**src/rtl/avalon_arb_2m1s.sv**
```systemverilog
// rtl/avalon_arb_2m1s.sv - round-robin two-master, one-slave Avalon-MM arbiter
module avalon_arb_2m1s #(
  parameter int ADDR_W = 32,
  parameter int DATA_W = 32
) (
  input  logic                clk,
  input  logic                reset,
  input  logic [ADDR_W-1:0]   m0_address,
  input  logic                m0_read,
  input  logic                m0_write,
  input  logic [DATA_W-1:0]   m0_writedata,
  input  logic [DATA_W/8-1:0] m0_byteenable,
  output logic [DATA_W-1:0]   m0_readdata,
  output logic                m0_waitrequest,
  input  logic [ADDR_W-1:0]   m1_address,
  input  logic                m1_read,
  input  logic                m1_write,
  input  logic [DATA_W-1:0]   m1_writedata,
  input  logic [DATA_W/8-1:0] m1_byteenable,
  output logic [DATA_W-1:0]   m1_readdata,
  output logic                m1_waitrequest,
  output logic [ADDR_W-1:0]   s_address,
  output logic [DATA_W-1:0]   s_writedata,
  output logic [DATA_W/8-1:0] s_byteenable,
  output logic                s_read,
  output logic                s_write,
  input  logic [DATA_W-1:0]   s_readdata,
  input  logic                s_waitrequest,
  output logic [1:0]          grant,
  output logic [31:0]         done0,
  output logic [31:0]         done1
);

  typedef enum logic [1:0] {IDLE = 2'd0, GNT0 = 2'd1, GNT1 = 2'd2} state_t;

  state_t state_q, state_d;
  logic   last_q;
  logic   req0, req1;
  logic   cmpl0, cmpl1;

  assign req0  = m0_read | m0_write;
  assign req1  = m1_read | m1_write;
  assign cmpl0 = (state_q == GNT0) & req0 & ~s_waitrequest;
  assign cmpl1 = (state_q == GNT1) & req1 & ~s_waitrequest;

  always_ff @(posedge clk) begin
    if (!reset) begin
      state_q <= IDLE;
      last_q  <= 1'b1;
      done0   <= '0;
      done1   <= '0;
    end else begin
      state_q <= state_d;
      if (cmpl0) begin
        last_q <= 1'b0;
        done0  <= done0 + 32'd1;
      end
      if (cmpl1) begin
        last_q <= 1'b1;
        done1  <= done1 + 32'd1;
      end
    end
  end

  // Every transaction returns to IDLE, so contention always alternates via last_q.
  always_comb begin
    state_d = state_q;
    case (state_q)
      IDLE: begin
        if (req0 && req1) state_d = last_q ? GNT0 : GNT1;
        else if (req0)    state_d = GNT0;
        else if (req1)    state_d = GNT1;
      end
      GNT0:    if (!req0 || !s_waitrequest) state_d = IDLE;
      GNT1:    if (!req1 || !s_waitrequest) state_d = IDLE;
      default: state_d = IDLE;
    endcase
  end

  always_comb begin
    s_address      = m0_address;
    s_writedata    = m0_writedata;
    s_byteenable   = m0_byteenable;
    s_read         = 1'b0;
    s_write        = 1'b0;
    m0_waitrequest = 1'b1;
    m1_waitrequest = 1'b1;
    grant          = 2'b00;
    case (state_q)
      GNT0: begin
        s_read         = m0_read;
        s_write        = m0_write;
        m0_waitrequest = s_waitrequest;
        grant          = 2'b01;
      end
      GNT1: begin
        s_address      = m1_address;
        s_writedata    = m1_writedata;
        s_byteenable   = m1_byteenable;
        s_read         = m1_read;
        s_write        = m1_write;
        m1_waitrequest = s_waitrequest;
        grant          = 2'b10;
      end
      default: ;
    endcase
  end

  assign m0_readdata = s_readdata;
  assign m1_readdata = s_readdata;

endmodule

```
**config.mk**
```make
export PLATFORM = sky130hd
export DESIGN_NAME = avalon_arb_2m1s
export DESIGN_NICKNAME = d
export VERILOG_FILES = /design/src/rtl/avalon_arb_2m1s.sv
export SDC_FILE = /design/constraint.sdc
export NUM_CORES = 1
export LEC_CHECK = 0
export ABC_AREA = 1
export CELL_PAD_IN_SITES_DETAIL_PLACEMENT = 1
export CELL_PAD_IN_SITES_GLOBAL_PLACEMENT = 2
export CORE_MARGIN = 1.5
export CORE_UTILIZATION = 17
export DETAILED_ROUTE_END_ITERATION = 12
export PLACE_DENSITY = 0.88
export SLEW_MARGIN = 20
export SYNTH_ARGS = -nofsm -noshare
export SYNTH_HDL_FRONTEND = slang
export SYNTH_SLANG_ARGS = --single-unit
export TNS_END_PERCENT = 5
```
**constraint.sdc**
```tcl
create_clock -name clk -period 3.5 [get_ports clk]
set_input_delay 0.35 -clock clk [delete_from_list [all_inputs] [get_ports clk]]
set_output_delay 0.35 -clock clk [all_outputs]
set_load 0.03 [all_outputs]
```
==> impl_metrics.ini <==
[run_status]
run_status = completed

[place]
gp_congestion = 0.8299
port_buffers = 280
dp.cells = 1492
dpl.hpwl_mm = 18.83

[sta]
setup_violations = 0
tightest_slew_ns = 0.8785
slew_headroom_pct = 41.37
hold_violations = 0
final_max_slew_viol_count = 0
finClkSkew_ns = 0.007738
fin_hold_ws_ns = 0.4704
rsz0062_at_grt = no
period_needed_ns = 2.972
max_freq_ghz = 0.3364
setup_tns_ns = 0
finalCritPeriodShare_pct = 84.93

[critical_path]
critical_path_peak_fanout = 72
cpPeakStageDelay_ns = 0.76
cp_slowest_cell = clkdlybuf4s50_1
critical_path_class = reg -> out
crit_family = buffers and inverters
worstPathBufferInverterCount = 3
crit_required_ns = 3.15
critical_path_arrival_ns = 2.62
critPathLaunchType = flip-flop
reg2regPathDepth = 11
path_depth = 6
path_cells = inv_1 -> ha_2 -> buf_4 -> nand2_1 -> nand2_1 -> clkdlybuf4s50_1
cp_common_cell = nand2_1
crit_path_end_kind = output port

[drt]
wire_per_inst_um = 15.13
wirelength_mm = 22.81
first_iter_violations = 170
vias_per_cell = 4.111
drc = 0
drtPass1Iterations = 4
vias = 6200
ant_nets = 0

[pwr]
p_clk_share_pct = 39.0
power_frac_seq_pct = 30.0
p_per_area_mw_per_mm2 = 316.6
combinationalPowerShare_pct = 31.0
p_sw_share_pct = 32.37
ir_drop_v = 0.0001949
p_int_w = 0.001749
power_leakage_nw = 3.289
power_switching_w = 0.0008373

[die]
coreArea_mm2 = 0.02964
start_util_pct = 17.24
fp.dieW_um = 176.4
num_rows = 63
io_pins = 377
die_h_um = 176.4
dieArea_mm2 = 0.03110

[synthesis]
netlist_instances = 907
yosysTopAreaCell = dfxtp_1
yosys-top-cells-area = dfxtp_1, nand2_1, nor2_1
syn_avg_cell_area_um2 = 5.632
ys.flop_type = dfxtp_1
synth_top_area_share_pct = 26.26
yosysMostFrequentCell = nand2_1
synth_area_mm2 = 0.005109
async_flop_share_pct = 0
synth-seq-area-share_pct = 26.26
yosys-top-cells-count = nand2_1, nor2_1, inv_1
yosys_warnings = 0
syn_nets = 1088
ys_ff_latch = 67
synth-edff-count = 0
ys_types = 28

[global_route]
grt_pass1_wl_mm = 34.64
grt_usage_pct = 14.46
antenna_found_initial = 0
grt-ovfl-total = 0
grt_pass1_vias = 6229
grt_max_degree = 73

[cells_and_area]
fin_cells = 1508
seq_area_mm2 = 0.001341
drive_gt1_share_pct = 3.399
filler_cell_count = 3791
final_nets = 1294
fin_util_pct = 27.57
multi_input_area_mm2 = 0.002831
diodes = 0
syn2layout_area_growth_pct = 59.93

[clocking]
ctsHoldBuffers = 0
clockRootBuffer = clkbuf_16
clock-sinks = 67
cts_tree = done
clk_latency_ns = 0.34
h-tree-depth = 3
cts_resized = 0
cts_setup_buffers = 0
clk_pin_slew_ns = 0.06
numCtsBuffers = 9
cts.path.max_buffers = 2

[run]
maxCapViolCount = 0

[min_path]
hold_class = reg -> reg
min_path_cells = 2
## area by class of cell
| cell class | instances | area share [%] |
|---|---|---|
| inverters | 95 | 4.364 |
| clock inverters | 7 | 1.133 |
| clock buffers | 9 | 2.757 |
| repair buffers | 283 | 34.70 |
| multi-input cells | 657 | 34.66 |
| flip-flops and latches | 67 | 16.42 |
| well taps | 390 | 5.972 |
## worst reg2reg max path: stages, from the launching register on
cell and delay [ns]:
dfxtp_1 0.34, inv_1 0.09, ha_2 0.18, buf_4 0.57, nand2_4 0.15, nor2_8 0.19
nand3_1 0.15, nor2_2 0.28, nand3_1 0.12, nand2_1 0.08, inv_1 0.04, nor2_1 0.08
## through the flow
step                      setup WS (ns)  total power (W)  area (µm²)
after detailed placement         0.8178         0.001613        7853
after global routing             0.2450         0.002716        8170
final                            0.5275         0.002586        8170
after global placement           0.8524         0.001607        7853
after CTS                        0.4396         0.002642        8170
after floorplan                   1.337         0.001308        5109
## path summary, 6_finish.rpt
check,slack [ns],to,startpoint
setup / recovery,0.53,s_address[9],state_q[0]
hold / removal,0.47,done0[6],done0[6]
setup reg to reg,1.16,done1[28],state_q[0]
hold reg to reg,0.47,done0[6],done0[6]
## power groups by stage
stage	clock network [W]	registers, W	logic [W]
after floorplan	0	0.000797	0.000511
after global placement	0	0.000792	0.000814
after detailed placement	0	0.000793	0.000819
after CTS	0.00105	0.000776	0.000821
after global routing	0.00108	0.000777	0.000858
final	0.00101	0.000776	0.000802
## metal layers
metal / track usage [%] / vias up / part of all wire [%]
li1: - / 3137 / -
met5: 0 / - / 0
met1: 15.69 / 2865 / 40
met4: 3.531 / 0 / 1.1
met3: 4.780 / 18 / 7.6
met2: 26.87 / 180 / 51
## state kept, by name, summed over array words and instances (netlist names)
| signal | flops |
|---|---|
| state_q | 2 |
| done0 | 32 |
| done1 | 32 |
| last_q | 1 |
## layout by cell type (no fill, tap or decap), types with 3 or more instances in the layout
cell             synthesis  layout
o21ai_0                 16      16
o21a_1                   3       3
a21oi_1                 29      29
ha_1                     6       5
nand4_1                 19      19
clkbuf_16                0       9
nor3_1                  14      14
clkinv_2                 0       3
inv_1                   91      91
xor2_1                   3       3
clkdlybuf4s50_1          0     279
nand3_1                 51      51
nor2_2                   7       7
nor3b_1                  3       3
dfxtp_1                 67      67
nor2_1                 137     137
inv_2                    4       4
buf_4                   66       3
nand2_1                357     357
## logic make-up (layout without fill, tap and decap cells)
logic type,count (synthesis),in the layout,synth area share [%]
AND/OR/NAND/NOR,597,597,48.13
XOR/XNOR,4,4,0.6859
AO/OA/AOI/OAI,50,50,5.094
adder cells (fa/ha/maj),6,6,1.469
flip-flops,67,67,26.26
buffers and inverters,183,394,18.37
Note: power is estimated with default switching activity, not from simulation.
